`config.mk`:
```
export PLATFORM = sky130hd
export DESIGN_NAME = spm_boot_loader
export DESIGN_NICKNAME = d
export VERILOG_FILES = /design/src/rtl/spm_boot_loader_pkg.sv /design/src/rtl/spm_boot_byte_pack.sv /design/src/rtl/spm_boot_loader.sv
export SDC_FILE = /design/constraint.sdc
export NUM_CORES = 1
export LEC_CHECK = 0
export ABC_AREA = 1
export CORE_MARGIN = 2
export CORE_UTILIZATION = 35
export DETAILED_ROUTE_END_ITERATION = 12
export PLACE_DENSITY_LB_ADDON = 0.25
export SLEW_MARGIN = 10
export SYNTH_ARGS = -nofsm -noshare
export SYNTH_HDL_FRONTEND = slang
export SYNTH_SLANG_ARGS = --single-unit
```
`constraint.sdc`:
```
create_clock -name clk -period 2.5 [get_ports clk]
set_input_delay 0.5 -clock clk [delete_from_list [all_inputs] [get_ports clk]]
set_output_delay 0.5 -clock clk [all_outputs]
set_load 0.01 [all_outputs]
```
`src/rtl/spm_boot_loader_pkg.sv`:
```
// spm_boot_loader_pkg: shared encodings for the SPM boot loader and its byte packer.
`default_nettype none

package spm_boot_loader_pkg;

    // SPM port direction encoding, matching the CPU's define.v
    localparam logic SPM_READ  = 1'b1;
    localparam logic SPM_WRITE = 1'b0;

    localparam int HDR_BYTES  = 2;
    localparam int WORD_BYTES = 4;

    typedef enum logic [3:0] {
        ST_IDLE   = 4'd0,
        ST_LEN_LO = 4'd1,
        ST_LEN_HI = 4'd2,
        ST_BYTES  = 4'd3,
        ST_WR     = 4'd4,
        ST_RUN    = 4'd5,
        ST_ERR    = 4'd6,
        ST_RD_REQ = 4'd7,
        ST_RD_CHK = 4'd8
    } state_e;

endpackage

`default_nettype wire

```
`src/rtl/spm_boot_byte_pack.sv`:
```
// spm_boot_byte_pack: little-endian 4-byte word assembler; word_valid_o fires
// combinationally on the accept of the last byte, with word_o complete at that moment.
`default_nettype none

module spm_boot_byte_pack
    import spm_boot_loader_pkg::*;
(
    input  logic        clk,
    input  logic        reset,
    input  logic        clr_i,
    input  logic        accept_i,
    input  logic [7:0]  byte_i,
    output logic [31:0] word_o,
    output logic        word_valid_o
);

    localparam int CNT_BITS = $clog2(WORD_BYTES);

    logic [CNT_BITS-1:0] cnt_q;
    logic [23:0]         sr_q;

    always_ff @(posedge clk or negedge reset) begin
        if (!reset) begin
            cnt_q <= '0;
            sr_q  <= '0;
        end else if (clr_i) begin
            cnt_q <= '0;
            sr_q  <= '0;
        end else if (accept_i) begin
            cnt_q <= cnt_q + CNT_BITS'(1);
            sr_q  <= {byte_i, sr_q[23:8]};
        end
    end

    // The newest byte is the most significant one, so the word never waits a cycle.
    assign word_o       = {byte_i, sr_q};
    assign word_valid_o = accept_i && (cnt_q == CNT_BITS'(WORD_BYTES - 1));

endmodule

`default_nettype wire

```
`src/rtl/spm_boot_loader.sv`:
```
// spm_boot_loader: streams a length-prefixed image into SPM, then raises cpu_en.
// Define SPM_BOOT_LOADER_VERIFY_EN to add a checksum readback pass before release.
`default_nettype none

module spm_boot_loader
    import spm_boot_loader_pkg::*;
#(
    parameter logic [29:0] BASE_ADDR = 30'h0,
    parameter int          CNT_W     = 16,
    parameter int unsigned MAX_WORDS = 32'h1000
) (
    input  logic             clk,
    input  logic             reset,
    input  logic             start,
    input  logic             in_valid,
    input  logic [7:0]       in_data,
    output logic             in_ready,
    output logic [29:0]      test_spm_addr,
    output logic             test_spm_as_,
    output logic             test_spm_rw,
    output logic [31:0]      test_spm_wr_data,
    input  logic [31:0]      test_spm_rd_data,
    output logic             cpu_en,
    output logic             busy,
    output logic             error,
    output logic [CNT_W-1:0] words_done
);

    state_e             state_q;
    logic [7:0]         len_lo_q;
    logic [CNT_W-1:0]   len_q;
    logic [CNT_W-1:0]   words_done_q;
    logic [29:0]        addr_q;
    logic               as_q;
    logic               rw_q;
    logic [31:0]        wr_data_q;
    logic               in_ready_q;
    logic               cpu_en_q;
    logic               busy_q;
    logic               error_q;

    logic               accept;
    logic               pack_clr;
    logic [31:0]        pack_word;
    logic               pack_valid;
    logic [CNT_W-1:0]   len_d;
    logic [CNT_W-1:0]   words_done_d;
    logic [29:0]        wr_addr_d;

    assign accept       = in_valid && in_ready_q;
    assign pack_clr     = (state_q == ST_IDLE) || (state_q == ST_ERR);
    assign len_d        = CNT_W'({in_data, len_lo_q});
    assign words_done_d = words_done_q + CNT_W'(1);
    assign wr_addr_d    = BASE_ADDR + 30'(words_done_q);

`ifdef SPM_BOOT_LOADER_VERIFY_EN
    logic [31:0]      sum_wr_q;
    logic [31:0]      sum_rd_q;
    logic [CNT_W-1:0] rd_idx_q;
    logic [31:0]      sum_rd_d;
    logic [CNT_W-1:0] rd_idx_d;

    assign sum_rd_d = sum_rd_q + test_spm_rd_data;
    assign rd_idx_d = rd_idx_q + CNT_W'(1);
`else
    logic w_unused_rd;
    assign w_unused_rd = ^test_spm_rd_data;
`endif

    spm_boot_byte_pack u_pack (
        .clk          (clk),
        .reset        (reset),
        .clr_i        (pack_clr),
        .accept_i     (accept && (state_q == ST_BYTES)),
        .byte_i       (in_data),
        .word_o       (pack_word),
        .word_valid_o (pack_valid)
    );

    always_ff @(posedge clk or negedge reset) begin
        if (!reset) begin
            state_q      <= ST_IDLE;
            len_lo_q     <= '0;
            len_q        <= '0;
            words_done_q <= '0;
            addr_q       <= BASE_ADDR;
            as_q         <= 1'b1;
            rw_q         <= SPM_READ;
            wr_data_q    <= '0;
            in_ready_q   <= 1'b0;
            cpu_en_q     <= 1'b0;
            busy_q       <= 1'b0;
            error_q      <= 1'b0;
`ifdef SPM_BOOT_LOADER_VERIFY_EN
            sum_wr_q     <= '0;
            sum_rd_q     <= '0;
            rd_idx_q     <= '0;
`endif
        end else begin
            case (state_q)
                ST_IDLE, ST_ERR: begin
                    if (start) begin
                        state_q      <= ST_LEN_LO;
                        busy_q       <= 1'b1;
                        error_q      <= 1'b0;
                        words_done_q <= '0;
                        addr_q       <= BASE_ADDR;
                        in_ready_q   <= 1'b1;
`ifdef SPM_BOOT_LOADER_VERIFY_EN
                        sum_wr_q     <= '0;
`endif
                    end
                end
                ST_LEN_LO: begin
                    if (accept) begin
                        len_lo_q <= in_data;
                        state_q  <= ST_LEN_HI;
                    end
                end
                ST_LEN_HI: begin
                    if (accept) begin
                        len_q <= len_d;
                        if (len_d == '0) begin
                            state_q    <= ST_RUN;
                            in_ready_q <= 1'b0;
                            cpu_en_q   <= 1'b1;
                            busy_q     <= 1'b0;
                        end else if (32'(len_d) > MAX_WORDS) begin
                            state_q    <= ST_ERR;
                            in_ready_q <= 1'b0;
                            error_q    <= 1'b1;
                            busy_q     <= 1'b0;
                        end else begin
                            state_q <= ST_BYTES;
                        end
                    end
                end
                ST_BYTES: begin
                    if (pack_valid) begin
                        state_q    <= ST_WR;
                        in_ready_q <= 1'b0;
                        as_q       <= 1'b0;
                        rw_q       <= SPM_WRITE;
                        addr_q     <= wr_addr_d;
                        wr_data_q  <= pack_word;
                    end
                end
                ST_WR: begin
                    words_done_q <= words_done_d;
                    rw_q         <= SPM_READ;
`ifdef SPM_BOOT_LOADER_VERIFY_EN
                    sum_wr_q     <= sum_wr_q + wr_data_q;
`endif
                    if (words_done_d == len_q) begin
`ifdef SPM_BOOT_LOADER_VERIFY_EN
                        state_q  <= ST_RD_REQ;
                        as_q     <= 1'b0;
                        addr_q   <= BASE_ADDR;
                        rd_idx_q <= '0;
                        sum_rd_q <= '0;
`else
                        state_q  <= ST_RUN;
                        as_q     <= 1'b1;
                        cpu_en_q <= 1'b1;
                        busy_q   <= 1'b0;
`endif
                    end else begin
                        state_q    <= ST_BYTES;
                        as_q       <= 1'b1;
                        in_ready_q <= 1'b1;
                    end
                end
`ifdef SPM_BOOT_LOADER_VERIFY_EN
                ST_RD_REQ: begin
                    as_q    <= 1'b1;
                    state_q <= ST_RD_CHK;
                end
                ST_RD_CHK: begin
                    sum_rd_q <= sum_rd_d;
                    if (rd_idx_d == len_q) begin
                        busy_q <= 1'b0;
                        if (sum_rd_d == sum_wr_q) begin
                            state_q  <= ST_RUN;
                            cpu_en_q <= 1'b1;
                        end else begin
                            state_q <= ST_ERR;
                            error_q <= 1'b1;
                        end
                    end else begin
                        rd_idx_q <= rd_idx_d;
                        addr_q   <= BASE_ADDR + 30'(rd_idx_d);
                        as_q     <= 1'b0;
                        state_q  <= ST_RD_REQ;
                    end
                end
`endif
                ST_RUN: begin
                    as_q <= 1'b1;
                end
                default: begin
                    state_q <= ST_IDLE;
                end
            endcase
        end
    end

    assign in_ready         = in_ready_q;
    assign test_spm_addr    = addr_q;
    assign test_spm_as_     = as_q;
    assign test_spm_rw      = rw_q;
    assign test_spm_wr_data = wr_data_q;
    assign cpu_en           = cpu_en_q;
    assign busy             = busy_q;
    assign error            = error_q;
    assign words_done       = words_done_q;

endmodule

`default_nettype wire
```
==> run_results.csv, run 1 <==
group,metric,value,unit
run_status,status,"complete, no violations",
detailed_routing,vias,4845,
worst_hold_path,hold_path.class,"in -> async",
flow_run,maxCapViolCount,0,
timing,fin_setup_tns,0,ns
worst_setup_path,path_buf_inv,1,
placement,portBuffers,81,
worst_setup_path,cp_top_family,"simple AND/OR/NAND/NOR gates",
global_route,grt_use_total,16.74,%
worst_setup_path,r2r-end,"busy",
global_route,grt_max_degree,46,
worst_setup_path,critPathMostFrequentCell,"nand2_1",
power_and_ir_drop,p_sw_share,33.17,%
power_and_ir_drop,pwr-share-seq,37.2,%
cells_and_area,regArea,0.003080,sq mm
die,die_h,132.9,um
die,dieArea,0.01765,sq mm
power_and_ir_drop,pwr-share-comb,26.0,%
detailed_routing,drt-met1-wl,6.744,mm
clock_network,tritoncts,"done",
worst_setup_path,r2r-start,"words_done[0]",
timing,max_freq,457.2,MHz
logic_synthesis,synth.avg_cell_area,8.244,sq um
global_route,first_global_vias,4498,
placement,place_hpwl,10.24,mm
timing,slew_viol_final,0,
detailed_routing,drc,0,
worst_setup_path,r2r_setup_slack,0.31,ns
placement,place_congestion,0.8160,
detailed_routing,wl_per_cell,13.80,um
timing,fin_crit,2.187,ns
power_and_ir_drop,switchingPower,2245,uW
detailed_routing,dr_wl_met3,756,um
clock_network,cts_root_buf,"clkbuf_16",
detailed_routing,top_layer_used,"met4",
timing,tightest_slew,0.6239,ns
power_and_ir_drop,clkPwrFrac,36.8,%
die,num_io_pins,128,
cells_and_area,multiInputGateArea,0.002246,sq mm
global_route,antenna_found_initial,0,
timing,max-slew-margin-rel,58.41,%
cells_and_area,syn2layout_area_growth,28.96,%
die,fp-row-count,47,
die,core_area,0.01641,sq mm
logic_synthesis,synth.distinct_cells,31,
clock_network,cts.htree.levels,4,
die,initial_core_util,35.42,%
global_route,grt_pass1_wl,23.23,mm
cells_and_area,drive_gt1_share,10.14,%
detailed_routing,totalWireLength,14.20,mm
clock_network,clkSlewWorstSetupHoldPaths,0.06,ns
worst_setup_path,cp_max_fo,9,
clock_network,cts_inserted_buffers,17,
die,die_w,132.9,um
worst_setup_path,max_stage_delay,0.47,ns
clock_network,clock-sinks,123,
timing,hold_viol_final,0,
clock_network,cts_resized,0,
logic_synthesis,syn-cell-area,0.005812,sq mm
worst_setup_path,path_cells,"ha_1 -> nand2_1 -> nor2_4 -> nand2_1 -> nand2_1 -> nand2_1 -> nand2_1 -> nand2_1 -> inv_1 -> nand2_1 -> nor2_1 -> nand3_1 -> nand2_1 -> nand2_1 -> nand2_1 -> nand2_1",
logic_synthesis,ys_seq_area_share,53.00,%
timing,rsz0062_at_grt,"false",
power_and_ir_drop,p_per_area,903.2,mW/mm^2
timing,min_period_over_period,87.48,%
worst_setup_path,path_class,"reg -> reg",
timing,setup_viol,0,
logic_synthesis,yosys_warnings,0,
logic_synthesis,ys_seq_elements,123,
worst_setup_path,cp.required,2.79,ns
detailed_routing,drt_pass1_iterations,5,
clock_network,hold_buffers,0,
cells_and_area,fin_nets,844,
logic_synthesis,synth_cells,705,
detailed_routing,viasPerCell,4.708,
timing,fin_skew,0.009947,ns
cells_and_area,diodes,0,
worst_setup_path,crit_arrival,2.47,ns
cells_and_area,fillers,1579,
clock_network,post_cts_buffers,0,
detailed_routing,wl_met2,6.513,mm
detailed_routing,postRouteAntennaNets,0,
clock_network,clk_path_buf_depth,2,
worst_setup_path,cp-startpoint,"words_done[0]",
worst_setup_path,r2r.worst_path.cells,16,
power_and_ir_drop,ir_worst_vdd,578.3,uV
global_route,grt.overflow.total,0,
worst_setup_path,cp-end-kind,"flop",
clock_network,worstSkewPairLatency,0.42,ns
power_and_ir_drop,leakagePower,0.003499,uW
power_and_ir_drop,power,6769,uW
power_and_ir_drop,p_int,4524,uW
detailed_routing,drtIter0Drc,318,
worst_setup_path,start_kind,"flop",
worst_setup_path,cp_slowest_cell,"dfrtp_1",
through the flow:
step	hold slack, ns	std cells	utilization [%]	setup slack, ns	area [sq um]
after floorplan	0.2044	718	-	0.6679	5861
after global placement	0.4578	999	42.03	0.2105	6895
after detailed placement	0.4625	999	42.03	0.1944	6895
after CTS	0.1102	1029	45.68	0.3091	7495
after global routing	0.1324	1029	45.68	0.08108	7495
final	0.09644	1029	45.68	0.3129	7495
worst max path at each step:
stage / end / slack, ns / depth (start not counted)
2_1_floorplan: in_ready / 0.67 / 14
3_3_place_gp: state_q[2] / 0.21 / 11
3_5_place_dp: test_spm_addr[14] / 0.19 / 9
4_1_cts: busy / 0.31 / 16
5_1_grt: busy / 0.08 / 16
6_report: busy / 0.31 / 16
state kept, by name, indices dropped and copies added (netlist names):
signal / cells
in_ready: 1
cpu_en: 1
test_spm_rw: 1
test_spm_as_: 1
len_q: 16
busy: 1
u_pack.cnt_q: 2
error: 1
u_pack.sr_q: 24
len_lo_q: 8
words_done: 16
test_spm_addr: 16
state_q: 3
test_spm_wr_data: 32
cells in the mapped netlist:
| master | count | area, sq um |
|---|---|---|
| a21oi_1 | 4 | 20.02 |
| a21oi_2 | 1 | 8.760 |
| ha_1 | 2 | 25.02 |
| xor2_1 | 2 | 17.52 |
| inv_2 | 4 | 15.01 |
| nor2_2 | 4 | 25.02 |
| nand3b_1 | 5 | 37.54 |
| inv_1 | 78 | 292.8 |
| buf_4 | 16 | 120.1 |
| nor3_1 | 3 | 15.01 |
| dfrtp_1 | 121 | 3028 |
| or2_2 | 1 | 6.260 |
| dfstp_2 | 2 | 52.55 |
| xnor2_1 | 2 | 17.52 |
| buf_2 | 9 | 45.04 |
| nor2_4 | 6 | 67.56 |
| a31oi_1 | 1 | 6.260 |
| nor2_1 | 24 | 90.09 |
| nand3_2 | 2 | 20.02 |
| o21ai_0 | 80 | 400.4 |
| o31ai_1 | 1 | 7.510 |
| nand2_2 | 9 | 56.30 |
| nand4_1 | 12 | 75.07 |
| xor3_1 | 1 | 23.77 |
| nand2_1 | 192 | 720.7 |
| nand3_1 | 85 | 425.4 |
| o22ai_1 | 19 | 118.9 |
| conb_1 | 1 | 3.750 |
| nor4_1 | 1 | 6.260 |
| buf_1 | 1 | 3.750 |
| clkbuf_1 | 16 | 60.06 |
power groups by stage:
stage / logic [uW] / clock network [uW] / registers (uW)
2_1_floorplan: 1250 / 0 / 2480
3_3_place_gp: 1750 / 0 / 2540
3_5_place_dp: 1770 / 0 / 2550
4_1_cts: 1780 / 2540 / 2520
5_1_grt: 1980 / 2630 / 2570
6_report: 1760 / 2490 / 2520
placed cells by master, fill, tap and decap left out, drive strengths merged, types with 14 or more instances in the layout:
cell type	n
buf	23
clkbuf	20
clkdlybuf4s50	80
conb	14
dfrtp	121
inv	83
nand2	201
nand3	87
nor2	34
o21ai	80
o22ai	19
per-layer routing:
metal	track usage, %	up-vias
li1	-	2451
met1	23.46	2238
met4	5.735	0
met3	3.563	17
met5	0	-
met2	25.82	139
cells by family (layout without fill, tap and decap cells):
kind of cell,count (synthesis),count (layout),share of synthesized area [%]
flops,123,123,53.00
simple gates,344,344,26.59
other cells,1,14,0.06452
xor+xnor,5,5,1.012
buf+inv,124,215,9.236
fa+ha+maj,2,2,0.4305
compound gates,106,106,9.666
layout make-up:
cell class	count	area share (%)
Clock buffer	20	6.093
Clock inverter	10	1.903
Inverter	82	4.107
Multi-Input combinational cell	471	29.97
Sequential cell	123	41.10
Tap cell	220	3.673
Timing Repair Buffer	103	13.16
(Power assumes the default switching activity.)
==> run 2: changes to the inputs <==
--- a/config.mk
+++ b/config.mk
@@ -9,6 +9,7 @@
 export CORE_MARGIN = 2
 export CORE_UTILIZATION = 35
 export DETAILED_ROUTE_END_ITERATION = 12
+export GPL_TIMING_DRIVEN = 0
 export PLACE_DENSITY_LB_ADDON = 0.25
 export SLEW_MARGIN = 10
 export SYNTH_ARGS = -nofsm -noshare
==> constraint.sdc (replaced) <==
create_clock -name clk -period 2.7 [get_ports clk]
set_input_delay 0.54 -clock clk [delete_from_list [all_inputs] [get_ports clk]]
set_output_delay 0.54 -clock clk [all_outputs]
set_load 0.01 [all_outputs]
==> run_results.csv, run 2 (same netlist as run 1, synthesis figures left out) <==
group,metric,value,unit
detailed_routing,postRouteAntennaNets,0,
die,die_w,132.9,um
timing,tightest_slew,0.6875,ns
global_route,grt_max_degree,65,
worst_setup_path,path_buf_inv,5,
clock_network,clock-sinks,123,
die,num_io_pins,128,
worst_setup_path,crit_arrival,2.56,ns
placement,portBuffers,81,
worst_setup_path,cp.required,3.06,ns
detailed_routing,totalWireLength,14.65,mm
worst_setup_path,cp-end-kind,"flop",
die,die_h,132.9,um
clock_network,tritoncts,"done",
power_and_ir_drop,leakagePower,0.003518,uW
timing,fin_skew,0.008713,ns
detailed_routing,viasPerCell,4.689,
die,dieArea,0.01765,sq mm
worst_setup_path,critPathMostFrequentCell,"nand2_1",
placement,place_hpwl,10.70,mm
detailed_routing,vias,4928,
die,initial_core_util,35.42,%
power_and_ir_drop,p_per_area,797.6,mW/mm^2
global_route,grt.overflow.total,0,
cells_and_area,final_common_cell,"nand2_1",
timing,max-slew-margin-rel,54.00,%
worst_setup_path,r2r-start,"words_done[0]",
placement,dp_slack,0.07717,ns
timing,hold_viol_final,0,
cells_and_area,drive_gt1_share,10.35,%
clock_network,cts.htree.levels,4,
timing,rsz0062_at_grt,"false",
detailed_routing,drc,0,
clock_network,cts_resized,0,
worst_setup_path,path_cells,"clkdlybuf4s50_1 -> nand2_1 -> inv_1 -> nand2_1 -> inv_2 -> nand2_1 -> buf_2 -> clkbuf_1 -> nand3_1 -> nand2_1",
worst_setup_path,r2r-end,"busy",
clock_network,clkSlewWorstSetupHoldPaths,0.06,ns
cells_and_area,syn2layout_area_growth,29.11,%
global_route,grt_pass1_wl,24.66,mm
timing,slew_viol_final,0,
worst_setup_path,cp_slowest_cell,"clkbuf_1",
cells_and_area,fillers,1630,
cells_and_area,final_cell_mix,"192 x nand2_1, 121 x dfrtp_1, 85 x nand3_1",
cells_and_area,final_core_util,45.73,%
power_and_ir_drop,ir_worst_vdd,486.8,uV
detailed_routing,wl_per_cell,13.94,um
cells_and_area,largest_reg_flops,32,
worst_setup_path,start_kind,"input pin",
clock_network,hold_buffers,0,
clock_network,clk_path_buf_depth,2,
worst_setup_path,path_class,"in -> reg",
global_route,grt_use_total,17.73,%
worst_setup_path,cp_max_fo,10,
global_route,antenna_found_initial,0,
timing,fin_ws,0.4906,ns
worst_hold_path,hold_path.class,"in -> async",
placement,place_congestion,0.8366,
flow_run,maxCapViolCount,0,
global_route,first_global_vias,4801,
worst_setup_path,r2r.worst_path.cells,16,
die,fp-row-count,47,
cells_and_area,fin_nets,865,
timing,max_freq,452.6,MHz
timing,setup_viol,0,
detailed_routing,drt_pass1_iterations,5,
detailed_routing,drtIter0Drc,303,
timing,fin_crit,2.209,ns
run_status,status,"complete, no violations",
clock_network,post_cts_buffers,0,
clock_network,cts_inserted_buffers,17,
cells_and_area,diodes,0,
worst_setup_path,r2r_setup_slack,0.52,ns
timing,min_period_over_period,81.83,%
die,core_area,0.01641,sq mm
worst_setup_path,cp_top_family,"buffers and inverters",
worst_setup_path,max_stage_delay,0.48,ns
clock_network,cts_root_buf,"clkbuf_16",
clock_network,worstSkewPairLatency,0.42,ns
## run 2: area by class of cell
| type | count | area, sq um | share of cell area, % |
|---|---|---|---|
| buffer | 42 | 229.0 | 3.052 |
| clock inverter | 13 | 98.84 | 1.317 |
| multi-input combinational | 471 | 2243 | 29.90 |
| timing repair buffer | 82 | 839.6 | 11.19 |
| clock buffer | 18 | 429.2 | 5.720 |
| inverter | 82 | 307.8 | 4.102 |
| sequential | 123 | 3080 | 41.05 |
| tap | 220 | 275.3 | 3.668 |
## run 2: worst max-delay path by stage
stage / from / to / slack [ns] / depth (start not counted)
2_1_floorplan: words_done[0] / in_ready / 0.87 / 14
3_3_place_gp: reset / test_spm_addr[8] / -3.83 / 1
4_1_cts: state_q[1] / test_spm_addr[10] / 0.51 / 11
6_report: in_valid / test_spm_addr[7] / 0.49 / 10
5_1_grt: words_done[0] / state_q[2] / 0.25 / 15
3_5_place_dp: in_valid / test_spm_addr[14] / 0.08 / 10
## run 2: worst reg2reg max path: cells and delay by family (launching register included)
family / cells / cell delay (ns)
buffers and inverters: 1 / 0.04
and+or+nand+nor: 14 / 1.28
DFF: 1 / 0.48
adders and majority gates: 1 / 0.25
## run 2: through the flow
stage	hold WS, ns	cells	power [uW]	cell area (sq um)	TNS, ns
after CTS	0.1033	1051	6040	7503	0
after global routing	0.1303	1051	6395	7503	0
final	0.08755	1051	5984	7503	0
after global placement	0.4577	1019	3963	6947	-466.72
after detailed placement	0.4557	1020	3992	6975	0
after floorplan	0.2444	718	3453	5861	0
## run 2: per-layer routing
| layer | global-route usage [%] | vias up | part of all wire (%) |
|---|---|---|---|
| met5 | 0 | - | 0 |
| met4 | 7.049 | 0 | 1.9 |
| met3 | 3.678 | 23 | 4.2 |
| met2 | 26.80 | 117 | 45 |
| met1 | 24.98 | 2294 | 49 |
| li1 | - | 2494 | - |
## run 2: where the power goes
part / switching, uW / internal (uW) / total (uW) / leakage [uW]
registers: 203 / 2100 / 2310 / 0.00167
logic: 1070 / 580 / 1650 / 0.00160
clock network: 861 / 1170 / 2030 / 0.000252
total: 2130 / 3850 / 5980 / 0.00352
